## src/rtl/lsu_pkg.sv

```systemverilog
// Shared encodings for the sub-word load/store unit.
//   SZ_*  : request size field (req_size_i); value 3 is reserved and
//           always rejected as misaligned.
//   ST_*  : read-modify-write sequencer states.
package lsu_pkg;

    localparam logic [1:0] SZ_BYTE  = 2'd0;
    localparam logic [1:0] SZ_HALF  = 2'd1;
    localparam logic [1:0] SZ_WORD  = 2'd2;

    localparam logic [0:0] ST_IDLE  = 1'b0;
    localparam logic [0:0] ST_MERGE = 1'b1;

endpackage

```

## src/rtl/lsu_lane_merge.sv

```systemverilog
// Combinational lane insert: replaces the byte or halfword selected by
// lane_i/size_i inside word_i with the low bits of data_i (little-endian,
// lane 0 = bits [7:0]). A word-sized insert returns data_i unchanged.
// Ports:
//   word_i   : original memory word
//   lane_i   : byte offset within the word
//   size_i   : SZ_BYTE / SZ_HALF / SZ_WORD
//   data_i   : store data, low bits used for sub-word sizes
//   merged_o : word with the target lane replaced
module lsu_lane_merge
    import lsu_pkg::*;
(
    input  logic [31:0] word_i,
    input  logic [1:0]  lane_i,
    input  logic [1:0]  size_i,
    input  logic [31:0] data_i,
    output logic [31:0] merged_o
);

    // Lane replacement; unsupported sizes leave the word untouched.
    always_comb begin
        merged_o = word_i;
        case (size_i)
            SZ_BYTE: begin
                case (lane_i)
                    2'd0:    merged_o[7:0]   = data_i[7:0];
                    2'd1:    merged_o[15:8]  = data_i[7:0];
                    2'd2:    merged_o[23:16] = data_i[7:0];
                    2'd3:    merged_o[31:24] = data_i[7:0];
                    default: merged_o        = word_i;
                endcase
            end
            SZ_HALF: begin
                if (lane_i[1]) begin
                    merged_o[31:16] = data_i[15:0];
                end else begin
                    merged_o[15:0]  = data_i[15:0];
                end
            end
            SZ_WORD: merged_o = data_i;
            default: merged_o = word_i;
        endcase
    end

endmodule

```

## src/rtl/lsu_subword.sv

```systemverilog
// Load/store unit adding byte/half/word loads and stores on top of a
// word-only, little-endian data memory (combinational read, write on posedge).
// Sub-word stores run as a read-modify-write: the IDLE cycle reads the word
// and stalls, the MERGE cycle writes the merged word back.
// Ports:
//   clk_i, rst_i            : clock, synchronous active-high reset
//   req_valid_i/write/size/unsigned/addr/wdata : memory request from datapath
//   rdata_o                 : extended load result
//   stall_o                 : hold PC during the read phase of an RMW
//   misaligned_o, fault_o   : request rejected (alignment has priority)
//   mem_addr_o/wdata/read/write, mem_rdata_i : Data_Memory interface
module lsu_subword
    import lsu_pkg::*;
#(
    parameter int MEM_BYTES = 128,
    parameter int ADDR_W    = 32
) (
    input  logic              clk_i,
    input  logic              rst_i,
    input  logic              req_valid_i,
    input  logic              req_write_i,
    input  logic [1:0]        req_size_i,
    input  logic              req_unsigned_i,
    input  logic [ADDR_W-1:0] req_addr_i,
    input  logic [31:0]       req_wdata_i,
    output logic [31:0]       rdata_o,
    output logic              stall_o,
    output logic              misaligned_o,
    output logic              fault_o,
    output logic [ADDR_W-1:0] mem_addr_o,
    output logic [31:0]       mem_wdata_o,
    output logic              mem_read_o,
    output logic              mem_write_o,
    input  logic [31:0]       mem_rdata_i
);

    // One extra bit so the last-byte sum cannot wrap near the top of memory.
    localparam logic [ADDR_W:0] MEM_LIMIT_C = (ADDR_W+1)'(MEM_BYTES);
    localparam logic [ADDR_W:0] LAST_OFS_C  = (ADDR_W+1)'(3);

    logic [0:0]        state_r;
    logic [ADDR_W-1:0] addr_r;
    logic [31:0]       merged_r;

    logic [ADDR_W-1:0] aligned_s;
    logic [1:0]        lane_s;
    logic [ADDR_W:0]   last_byte_s;
    logic              misaligned_s;
    logic              fault_s;
    logic              accept_s;
    logic              sub_store_s;
    logic [31:0]       merged_s;
    logic [7:0]        byte_s;
    logic [15:0]       half_s;
    logic [31:0]       load_data_s;

    assign aligned_s   = {req_addr_i[ADDR_W-1:2], 2'b00};
    assign lane_s      = req_addr_i[1:0];
    assign last_byte_s = {1'b0, aligned_s} + LAST_OFS_C;

    // Alignment and range classification of the incoming request.
    always_comb begin
        misaligned_s = 1'b0;
        case (req_size_i)
            SZ_BYTE: misaligned_s = 1'b0;
            SZ_HALF: misaligned_s = lane_s[0];
            SZ_WORD: misaligned_s = (lane_s != 2'd0);
            default: misaligned_s = 1'b1;
        endcase
        fault_s     = ~misaligned_s & (last_byte_s >= MEM_LIMIT_C);
        accept_s    = req_valid_i & ~misaligned_s & ~fault_s;
        sub_store_s = accept_s & req_write_i & (req_size_i != SZ_WORD);
    end

    // Load extraction: pick the lane and sign/zero extend.
    always_comb begin
        byte_s      = mem_rdata_i[7:0];
        half_s      = lane_s[1] ? mem_rdata_i[31:16] : mem_rdata_i[15:0];
        load_data_s = 32'h0;
        case (lane_s)
            2'd0:    byte_s = mem_rdata_i[7:0];
            2'd1:    byte_s = mem_rdata_i[15:8];
            2'd2:    byte_s = mem_rdata_i[23:16];
            2'd3:    byte_s = mem_rdata_i[31:24];
            default: byte_s = mem_rdata_i[7:0];
        endcase
        case (req_size_i)
            SZ_BYTE: load_data_s = req_unsigned_i ? {24'h0, byte_s}
                                                  : {{24{byte_s[7]}}, byte_s};
            SZ_HALF: load_data_s = req_unsigned_i ? {16'h0, half_s}
                                                  : {{16{half_s[15]}}, half_s};
            SZ_WORD: load_data_s = mem_rdata_i;
            default: load_data_s = 32'h0;
        endcase
    end

    lsu_lane_merge u_lane_merge (
        .word_i   (mem_rdata_i),
        .lane_i   (lane_s),
        .size_i   (req_size_i),
        .data_i   (req_wdata_i),
        .merged_o (merged_s)
    );

    // Output decode; reset forces every output low, which also drops a MERGE write.
    always_comb begin
        rdata_o      = 32'h0;
        stall_o      = 1'b0;
        misaligned_o = 1'b0;
        fault_o      = 1'b0;
        mem_addr_o   = '0;
        mem_wdata_o  = 32'h0;
        mem_read_o   = 1'b0;
        mem_write_o  = 1'b0;
        if (rst_i) begin
            mem_write_o = 1'b0;
        end else begin
            case (state_r)
                ST_IDLE: begin
                    if (req_valid_i) begin
                        misaligned_o = misaligned_s;
                        fault_o      = fault_s;
                    end else begin
                        misaligned_o = 1'b0;
                    end
                    if (accept_s) begin
                        mem_addr_o = aligned_s;
                        if (!req_write_i) begin
                            mem_read_o = 1'b1;
                            rdata_o    = load_data_s;
                        end else if (req_size_i == SZ_WORD) begin
                            mem_write_o = 1'b1;
                            mem_wdata_o = req_wdata_i;
                        end else begin
                            // Read phase of the RMW; the CPU holds the instruction.
                            mem_read_o = 1'b1;
                            stall_o    = 1'b1;
                        end
                    end else begin
                        mem_addr_o = '0;
                    end
                end
                ST_MERGE: begin
                    // Request inputs are ignored: they still repeat the same store.
                    mem_write_o = 1'b1;
                    mem_addr_o  = addr_r;
                    mem_wdata_o = merged_r;
                end
                default: begin
                    mem_write_o = 1'b0;
                end
            endcase
        end
    end

    // RMW sequencer: capture address and merged word, then write back next cycle.
    always_ff @(posedge clk_i) begin
        if (rst_i) begin
            state_r  <= ST_IDLE;
            addr_r   <= '0;
            merged_r <= 32'h0;
        end else begin
            case (state_r)
                ST_IDLE: begin
                    if (sub_store_s) begin
                        state_r  <= ST_MERGE;
                        addr_r   <= aligned_s;
                        merged_r <= merged_s;
                    end else begin
                        state_r  <= ST_IDLE;
                    end
                end
                ST_MERGE: state_r <= ST_IDLE;
                default:  state_r <= ST_IDLE;
            endcase
        end
    end

endmodule

```

## config.mk

```make
export PLATFORM = sky130hd
export DESIGN_NAME = lsu_subword
export DESIGN_NICKNAME = d
export VERILOG_FILES = /design/src/rtl/lsu_pkg.sv /design/src/rtl/lsu_lane_merge.sv /design/src/rtl/lsu_subword.sv
export SDC_FILE = /design/constraint.sdc
export NUM_CORES = 1
export LEC_CHECK = 0
export ABC_AREA = 1
export BUFFER_PORTS_ARGS = -buffer_cell sky130_fd_sc_hd__buf_4
export CORE_MARGIN = 3
export CORE_UTILIZATION = 28
export CTS_CLUSTER_SIZE = 16
export DETAILED_ROUTE_END_ITERATION = 8
export PLACE_DENSITY = 0.53
export SLEW_MARGIN = 20
export SYNTH_ARGS = -nofsm -noshare
export SYNTH_HDL_FRONTEND = slang
export SYNTH_SLANG_ARGS = --single-unit
```

## constraint.sdc

```tcl
create_clock -name clk_i -period 2.1 [get_ports clk_i]
set_input_delay 0.525 -clock clk_i [delete_from_list [all_inputs] [get_ports clk_i]]
set_output_delay 0.525 -clock clk_i [all_outputs]
set_load 0.005 [all_outputs]
```

Word-level counts from Yosys, hierarchy flattened
Index checks and enable logic that the tools add are counted.
{ "classes": {"n_reduce_logical": 4, "bitwise_logic": 8, "magnitude_cmp": 1, "mux": 47, "eq_ne": 6, "n_addsub": 1} }
{ "ops": {"columns": ["cell", "count"], "rows": [
  ["32-bit two-way mux", 12],
  ["32-bit case mux with 3 select lines", 2],
  ["32-bit case mux with 2 select lines", 2],
  ["16-bit two-way mux", 3],
  ["32-bit by 2-bit adder with 33-bit output, second input constant", 1],
  ["33-bit by 8-bit greater-or-equal comparator with 1-bit output, second input constant", 1],
  ["8-bit two-way mux", 4],
  ["8-bit case mux with 4 select lines", 1],
  ["1-bit two-way mux", 20],
  ["2-bit equality test, second input constant", 3],
  ["1-bit AND", 5],
  ["2-bit by 1-bit equality test with 1-bit output, second input constant", 2],
  ["2-bit logical NOT", 2],
  ["1-bit case mux with 2 select lines", 2],
  ["1-bit NOT", 3],
  ["1-bit case mux with 3 select lines", 1],
  ["2-bit inequality test, second input constant", 1],
  ["2-bit AND reduction", 1],
  ["2-bit nonzero test", 1]
]} }
{ "word_totals": {"output_inout_bits": 101, "reg_bits": 63} }

Depth between registers and ports, before layout
Gate-level depths: netlist (run 1).
{ "depth": {"depth_word": 10, "mapped_depth": 11, "mapped_depth_nobuf": 9} }

Hierarchy
From an unflattened synthesis (run 1), not the netlist that was laid out.
{ "hier_totals": {"hier_cells": 1212, "area_unflattened_um2": 6274.8} }
{ "by_module_without_submodules": {"columns": ["module", "n_inst", "cells_per_inst", "area_each_um2"], "rows": [
  ["lsu_subword", 1, 888, 4847.1],
  ["lsu_lane_merge", 1, 324, 1427.6]
]} }

Worst setup path before layout (run 1)
No wires, ideal clock.
{ "synth_path": {"path_type": "input -> output", "startpoint": "in req_addr_i[1]", "endpoint": "out rdata_o[18]", "required_ns": 1.575, "path_slack_ns": -0.150, "path_stages": 9, "arrival_time_ns": 1.725, "path_cell_list": "buf_2 o21ai_1 o21ai_4 nor2_8 nand2_2 nor2_1 nand3_2 buf_2 nor2_1"} }
{ "synth_between": {"elab_chain_len": 9, "word_cells_on_any_way": 20} }
{ "synth_rtl": {"columns": ["item", "line_no", "rtl"], "rows": [
  ["from (decl)", "lsu_subword.sv:24", "input logic [ADDR_W-1:0] req_addr_i,"],
  ["branches (longest 6 deep; another with 32-bit two-way mux)", null, null],
  ["32-bit two-way mux *", "lsu_subword.sv:126", "if (accept_s) begin"],
  ["32-bit two-way mux *", "lsu_subword.sv:118", "case (state_r)"],
  ["32-bit two-way mux *", "lsu_subword.sv:115", "if (rst_i) begin"],
  ["to (decl)", "lsu_subword.sv:26", "output logic [31:0] rdata_o,"]
]} }
Mark *: on every way between the ends.

Worst setup path after layout (run 1)
{ "layout_path": {"startpoint": "in req_addr_i[11]", "endpoint": "out mem_wdata_o[5]"} }
{ "layout_between": {"elab_chain_len": 8} }
{ "layout_rtl": {"columns": ["item", "line_no", "rtl"], "rows": [
  ["32-bit by 2-bit adder with 33-bit output", "lsu_subword.sv:59", "assign last_byte_s = {1'b0, aligned_s} + LAST_OFS_C;"],
  ["33-bit by 8-bit greater-or-equal comparator with 1-bit output", "lsu_subword.sv:70", "fault_s = ~misaligned_s & (last_byte_s >= MEM_LIMIT_C);"],
  ["1-bit AND", "lsu_subword.sv:70", null],
  ["1-bit NOT", "lsu_subword.sv:71", "accept_s = req_valid_i & ~misaligned_s & ~fault_s;"],
  ["1-bit AND", "lsu_subword.sv:71", null],
  ["32-bit two-way mux", "lsu_subword.sv:126", null],
  ["32-bit case mux with 2 select lines", "lsu_subword.sv:118", null],
  ["32-bit two-way mux", "lsu_subword.sv:115", null],
  ["to (decl)", "lsu_subword.sv:31", "output logic [31:0] mem_wdata_o,"]
]} }
Every way passes these cells.

==> results of run 1 <==
[sequential cells by signal (all words and copies together), names as in the netlist]
| signal | cells |
|---|---|
| merged_r | 32 |
| addr_r | 30 |
| state_r | 1 |
[layout make-up]
type	instances	area, sq um	share of cell area, %
repair buffers	296	2460	31.0
multi-input cells	616	3170	39.9
clock buffers	9	225	2.84
flip-flops and latches	63	1260	15.9
inverters	116	435	5.49
well taps	220	275	3.47
clock inverters	7	103	1.29
[through the flow]
stage | setup slack, ns | instance area, sq um | total power, mW | utilization [%]
global route | -0.473 | 7930 | 3.78 | 47.1
floorplan | -0.0995 | 4880 | 1.56 | -
finish | -0.381 | 7930 | 3.61 | 47.1
detailed placement | -0.610 | 7160 | 1.96 | 42.6
global placement | -0.604 | 7160 | 1.96 | 42.6
CTS | -0.405 | 7800 | 3.64 | 46.4
[routing by layer]
metal | vias to the layer above | share of wire [%] | track usage (%)
met5 | - | 0 | 0
met3 | 21 | 7.1 | 3.52
met4 | 0 | 1.4 | 5.38
li1 | 3256 | - | -
met1 | 2865 | 44 | 28.5
met2 | 219 | 47 | 36.3
[placed cells by master (no fill, tap or decap), types with 3 or more instances in the layout]
cell and instances:
nand2_2 3, dfxtp_1 62, nor2_1 116, o2111ai_1 5
buf_6 15, nand2_1 195, buf_4 268, clkbuf_16 9
a22oi_1 7, nand3_1 90, inv_1 82, nor2_4 7
inv_2 34, o21ai_0 51, o211ai_1 26, o21ai_4 7
nor2_2 9, o22ai_1 16, o21ai_2 22, a21oi_1 37
buf_12 8, nand4_1 3, inv_6 3
[power breakdown]
part	switching [mW]	internal, mW	total (mW)
clock network	0.597	1.05	1.65
logic	0.424	0.344	0.768
registers	0.00000000106	1.20	1.20
total	1.02	2.59	3.61
[critical path, stage by stage]
cell	delay, ns
buf_6	0.08
or2_1	0.22
nor2_1	0.08
nand2_1	0.09
nor2_4	0.14
nand2_4	0.07
nor2_4	0.18
buf_6	0.13
buf_6	0.10
nand2_8	0.07
o21ai_2	0.15
buf_4	0.12
[cells by family (layout without fill, tap and decap cells)]
logic type / count (synthesis) / count (layout) / synth area share [%]
simple gates: 434 / 434 / 37.6
flops: 63 / 63 / 25.9
buf+inv: 173 / 428 / 14.5
other cells: 1 / 2 / 0.0770
compound gates: 180 / 180 / 21.9
[what timing repair did]
item	in CTS	in global routing
pin swaps	6	11
cloned	3	0
gates resized for setup	61	27
hold endpoints to repair	0	0
setup buffers	2	1
endpoints found under the setup margin	72	73
[worst max-delay path by stage]
| stage | start | end | slack, ns | depth (start not counted) |
|---|---|---|---|---|
| finish | req_addr_i[11] | mem_wdata_o[5] | -0.38 | 12 |
| floorplan | req_addr_i[10] | rdata_o[18] | -0.1 | 9 |
| global placement | req_addr_i[10] | mem_wdata_o[31] | -0.60 | 11 |
| global route | req_addr_i[11] | mem_wdata_o[5] | -0.47 | 12 |
| CTS | req_addr_i[11] | mem_wdata_o[5] | -0.41 | 12 |
| detailed placement | req_addr_i[10] | mem_wdata_o[16] | -0.61 | 11 |
==> results.md, run 1 <==
- The clock drives 63 sinks.
- The net count reported at finish is about 1200.
- The synthesized area per cell is 5.72 sq um.
- Fill cells in the final layout number 1800.
- The remaining routing DRC violations is 0.
- The maximum VDD drop is 0.000346 V.
- The number of top-level pins is roughly 200.
- Excluding fillers, the count of instances in the completed layout stands at ~1300.
- For the worst setup path, the data arrival time is around 2.0 ns.
- The number of cells in the design after placement is 1305.
- Global routing used a little over a fifth of the available tracks across all layers.
- Dividing the detail-routed wire length by the instance count gives between 15 and 20 um.
- The most numerous cell in the Yosys netlist is nand2_1.
- The worst setup path is captured at a primary output.
- The tightest hold path in the finished design has a slack of 0.437 ns.
- The routed wire length is roughly 21 mm.
- The detailed router finished its first iteration with between 200 and 300 violations.
- Along the worst hold path, the cell count comes to 3.
- The clock transition at the register clock pins on the worst setup and hold paths after CTS is 0.06 ns.
- Counting the buffers created by CTS gives 9.
- By count the netlist is led by nand2_1, nor2_1, nand3_1.
- By area the synthesized netlist is led by dfxtp_1, nand2_1, nor2_1.
- The worst path in the final design needs a cycle of around 2.5 ns, including I/O delays and setup.
- The critical path launch point type is a primary input.
- The data required time of the worst path is 1.57 ns.
- The diode insertion count for antenna repair is 0.
- The total number of vias is approximately 6400.
- The startpoint of the most critical register-to-register path is state_r.
- Synthesis produced about 850 cells.
- The final hold violation count is 0.
- At the pin with the least slew margin, the transition time is between 0.5 and 0.6 ns.
- The worst pin sits at a relative slew slack of about two thirds.
- In this run the power density over the cells is about 460 nW/um^2.
- Clock tree synthesis selected as its root buffer the cell clkbuf_16.
- The share of the synthesized area in the top cell type is between 20% and 30%.
- The half-perimeter wire length after placement is 15.9 mm.
- The initial antenna violation count was 0.
- The number of cell rows is 47.
- Buffers placed on the I/O ports in this run total between 200 and 250.
- By startpoint and endpoint, the worst setup path is classified as in2out.
- Across all setup checks in the final design, the least slack found is -0.381 ns.
- Counting flops and latches in the post-synthesis netlist gives 63.
- The proportion of layout cells with a drive suffix above 1 is 36.6%.
- The first global-routing pass estimated ~32 mm of wire.
- For this run, asynchronously set or reset flops after synthesis account for 0%.
- The floorplan step defined a die boundary enclosing approximately 19000 sq um.
- The maximum frequency from static timing analysis is approximately 0.4 GHz.
- The run finished, with violations left.
- The synthesized design contains 0 enable-type register cells.
- The end of the worst register-to-register path is merged_r[1].
- The number of levels in the clock H-tree is 3.
- The largest driver fanout on the critical path is 5.
- The core area is between 15000 and 20000 sq um.
- Measured in cells, the most critical reg-to-reg path has a length of 6.
- The count of TritonRoute iterations in the first routing pass is 5.
- Setup violations remaining at the end of the flow were counted as 72.
- Once detail routing completed, the nets flagged for antenna violations numbered 0.
- In this run the horizontal extent of the chip is roughly 140 um.
- The final reports fail on setup timing.
- The most used flip-flop cell after synthesis is dfxtp_1.
- The number of global-route vias before repair came to 6011.
- The analysis attributes to cell leakage a power of around 4 nW.
- For this run, the number of Yosys warnings is 0.
- The relative area change from synthesis to final layout is 62.7%.
- After synthesis the cells add up to about 4900 sq um.
- The via count normalized by instance count is roughly 4.8.
- The TritonCTS clock tree is yes.
- The startpoint identified for the worst hold timing path is req_addr_i[3].
- The final global-route overflow total is 0.
- The number of maximum-capacitance constraint violations is 0.
- Entering global routing, the biggest net connects 35 pins.
- The routability-driven placement congestion ratio is between 0.9 and 1.
- In the finished design, the share of the clock period the worst path needs comes to 118%.
- Setup repair after global routing could not meet its margin everywhere.
- The clock passes through at most 2 buffers.
- The sum of negative setup slack is -21.93 ns.
- For flop-to-flop paths, the worst setup slack is 0.40 ns.
- Sequential cells were found to cover between 20% and 30% of the synthesized design area.
- The effective utilization at floorplan is between 20 and 30%.
- The path with the worst hold slack has its endpoint at addr_r[3].
- The clock arrives with between 0.006 and 0.007 ns of skew.
- The count of pins over their slew limit is 0.
- The class of the worst hold path is in2reg.
- The later-pin clock latency in the skew report is 0.33 ns.
- The dominant cell type by area after synthesis is dfxtp_1.
- The floorplan die height is roughly 140 um.
- For this design, the CTS-stage hold fixing added 0 buffers.
- Yosys mapped the design onto 38 distinct sky130hd cell types.
No activity file was read; power rests on OpenSTA's default activity.
==> run 2, diff against run 1 <==
--- a/config.mk
+++ b/config.mk
@@ -9,9 +9,10 @@
 export BUFFER_PORTS_ARGS = -buffer_cell sky130_fd_sc_hd__buf_4
 export CORE_MARGIN = 3
 export CORE_UTILIZATION = 28
-export CTS_CLUSTER_SIZE = 16
+export CTS_CLUSTER_SIZE = 25
 export DETAILED_ROUTE_END_ITERATION = 8
-export PLACE_DENSITY = 0.53
+export GPL_TIMING_DRIVEN = 1
+export PLACE_DENSITY = 0.52
 export SLEW_MARGIN = 20
 export SYNTH_ARGS = -nofsm -noshare
 export SYNTH_HDL_FRONTEND = slang
==> constraint.sdc (replaced) <==
create_clock -name clk_i -period 2.5 [get_ports clk_i]
set_input_delay 0.625 -clock clk_i [delete_from_list [all_inputs] [get_ports clk_i]]
set_output_delay 0.625 -clock clk_i [all_outputs]
set_load 0.005 [all_outputs]
==> run 2 against run 1 <==
Effect of this change:
- combinational power fell by 20%
- global-route usage fell by 1.1 points
- first-iteration DRC count rose by 40%
- hold slack improved by 0.024 ns
- largest power group unchanged
- cell area fell by 2.1%
- the run still ends with setup timing left
==> results.md, run 2 (synthesis gave the netlist of run 1 again) <==
- Outcome: complete, but fails checks (unchanged).
- Failing checks: setup timing (unchanged).
- The number of maximum-capacitance constraint violations came to 0 (unchanged).
- The most common library cell in the layout ignoring fill and taps is buf_4 (unchanged).
- The critical path start-end classification is in2out (unchanged).
- The routability-driven placement congestion ratio is 0.918 (was 0.943).
- The number of cell rows is 47 (unchanged).
- Unrepaired setup endpoints after global routing: true (unchanged).
- The routed wire length on met2 is 9.80 mm (was 9.83 mm).
- The clock transition at the register clock pins on the worst setup and hold paths after CTS came to 0.06 ns (about the same).
- The launching instance or port of the critical path is req_addr_i[10] (was req_addr_i[11]).
- The remaining routing DRC violations came to 0 (unchanged).
- The hold slack came to 0.461 ns (was 0.437 ns).
- The area enclosed by the die boundary is 19000 sq um (unchanged).
- The proportion of layout cells with a drive suffix above 1 was 36.5% (was 36.6%).
- The count of input and output buffers is 201 (unchanged).
- The maximum count of clock buffers along a single path was 2 (unchanged).
- The final worst clock skew is 0.00512 ns (was 0.00603 ns).
- The via count normalized by instance count was 4.85 (was 4.79).
- The ratio of total power to cell area was 400 nW/um^2 (was 456 nW/um^2).
- The sum of negative setup slack is -6.38 ns (was -21.93 ns).
- The routed wire length came to 20.3 mm (was 20.8 mm).
- The end of the worst register-to-register path was merged_r[1] (unchanged).
- The count of pins over their slew limit was 0 (unchanged).
- The total area of sequential cells is 1260 sq um (unchanged).
- The total power was 3.11 mW (was 3.61 mW).
- The leakage power total came to 3.85 nW (was 3.96 nW).
- The net count reported at finish is 1182 (was 1205).
- The total number of vias is 6325 (was 6361).
- The number of CTS-inserted buffers is 9 (unchanged).
- The number of global-route vias before repair is 5720 (was 6011).
- The number of levels in the clock H-tree is 3 (unchanged).
- The later-pin clock latency in the skew report came to 0.33 ns (about the same).
- The final global-route overflow total came to 0 (unchanged).
- The top routing layer in use is met4 (unchanged).
- The largest driver fanout on the critical path is 32 (was 5).
- The final hold violation count was 0 (unchanged).
- The initial detailed-routing violation count is 401 (was 287).
- The half-perimeter wire length after placement is 15.4 mm (was 15.9 mm).
- The maximum frequency from static timing analysis is about 0.38 GHz.
- The startpoint of the most critical register-to-register path is state_r (unchanged).
- The class of the worst hold path is reg2reg (was in2reg).
- The flop-to-flop setup slack was 1.06 ns (was 0.40 ns).
- The number of setup violations in the final report is 67 (was 72).
- Biggest registers after layout: merged_r: 32 flops, addr_r: 30 flops, state_r: 1 flops (unchanged).
- The root buffer cell is clkbuf_16 (unchanged).
- The maximum number of pins on one net before global-route repair is 52 (was 35).
- The core area is 16800 sq um (unchanged).
- The number of sinks handled by clock tree synthesis was 63 (unchanged).
- The initial antenna violation count came to 0 (unchanged).
- The count of TritonRoute iterations in the first routing pass was 5 (unchanged).
- The critical path launch point type was a primary input (unchanged).
- The count of nets left with antenna violations after detail routing was 0 (unchanged).
- The effective utilization at floorplan was 29.0% (unchanged).
- The TritonCTS clock tree is yes (unchanged).
- The wire length per cell after detailed routing came to 15.6 um (was 15.7 um).
- The number of top-level pins is 204 (unchanged).
- The routed length on met3 was 1.51 mm (was 1.48 mm).
- The area of the multi-input gates is 3200 sq um (was 3170 sq um).
- The total routed wire length on the met1 layer came to 8.67 mm (was 9.23 mm).
- The data required time of the worst path came to 1.88 ns (was 1.57 ns).
- Leading cell types in the layout, fill and taps excluded: buf_4, nand2_1, nor2_1, nand3_1, inv_1 (unchanged).
- The final clock period utilization by the worst path is 105%.
- The number of filler cells placed in the layout was 1872 (was 1800).
- The depth of the worst register-to-register path is 5 (was 6).
- The relative area change from synthesis to final layout is 59.3% (was 62.7%).
- The horizontal die dimension was 138 um (unchanged).
- The maximum VDD drop is 0.000352 V (was 0.000346 V).
- The post-route minimum period is ~2.6 ns.
- The arrival time at the worst endpoint was 2.01 ns (was 1.96 ns).
- The type of destination of the critical path is a primary output (unchanged).
- The floorplan die height is 138 um (unchanged).
- The wire length of the first global-routing pass was 30.4 mm (was 31.8 mm).
- The final core area utilization is 46.1% (was 47.1%).
- The diode insertion count for antenna repair is 0 (unchanged).
- The number of flip-flops in the largest register is 32 (unchanged).
- The overall fraction of global-route tracks in use is 20.4% (was 21.5%).
- The register containing the most flip-flops in the final layout is merged_r (unchanged).
- The termination of the worst setup path is rdata_o[24] (was mem_wdata_o[5]).
- The final worst setup slack is -0.137 ns (was -0.381 ns).
run 2: power breakdown:
group	switching (mW)	leakage, nW	total [mW]	internal, mW
combinational	0.351	3.18	0.614	0.263
sequential	0.00000000106	0.508	1.00	1.00
clock	0.501	0.171	1.49	0.988
run 2: what timing repair did:
| item | 4_1_cts | 5_1_grt |
|---|---|---|
| resized for setup | 43 | 55 |
| buffers inserted | 1 | 5 |
| hold buffers | 0 | 0 |
| cloned | 0 | 2 |
| endpoints found under the setup margin | 66 | 92 |
| pin swaps | 1 | 9 |
run 2: metal layers:
metal | global-route usage, % | up-vias
met5 | 0 | -
met4 | 5.16 | 0
met3 | 3.81 | 29
met2 | 34.3 | 231
met1 | 26.9 | 2861
li1 | - | 3204
run 2: cell type report:
cell class	instances	share of cell area, %
sequential	63	16.3
inverter	116	5.61
clock inverter	7	1.61
tap	220	3.55
timing repair buffer	273	28.8
clock buffer	9	2.90
multi-input combinational	616	41.2
run 2: worst min-delay path by stage:
| stage | startpoint | endpoint | slack [ns] | cells past startpoint |
|---|---|---|---|---|
| after floorplan | addr_r[10] | addr_r[10] | 0.44 | 2 |
| after global placement | addr_r[11] | addr_r[11] | 0.45 | 2 |
| after detailed placement | addr_r[23] | addr_r[23] | 0.45 | 2 |
| after CTS | addr_r[23] | addr_r[23] | 0.46 | 2 |
| after global routing | addr_r[30] | addr_r[30] | 0.48 | 2 |
| final | addr_r[17] | addr_r[17] | 0.46 | 2 |
run 2: critical path: stages:
cell and delay, ns:
buf_6 0.09, or2_1 0.21, nor2_1 0.10, nand2_1 0.09
nor2_4 0.10, nand2_2 0.07, buf_4 0.14, nor2_4 0.08
nand3_2 0.08, buf_12 0.18, nor2_1 0.11, buf_4 0.12
run 2: through the flow:
| stage | instance area [sq um] | cells | setup WS, ns |
|---|---|---|---|
| after global routing | 7760 | 1304 | -0.254 |
| after global placement | 6940 | 1280 | -0.317 |
| after detailed placement | 6940 | 1280 | -0.320 |
| final | 7760 | 1304 | -0.137 |
| after CTS | 7440 | 1297 | -0.201 |
| after floorplan | 4870 | 852 | 0.0497 |
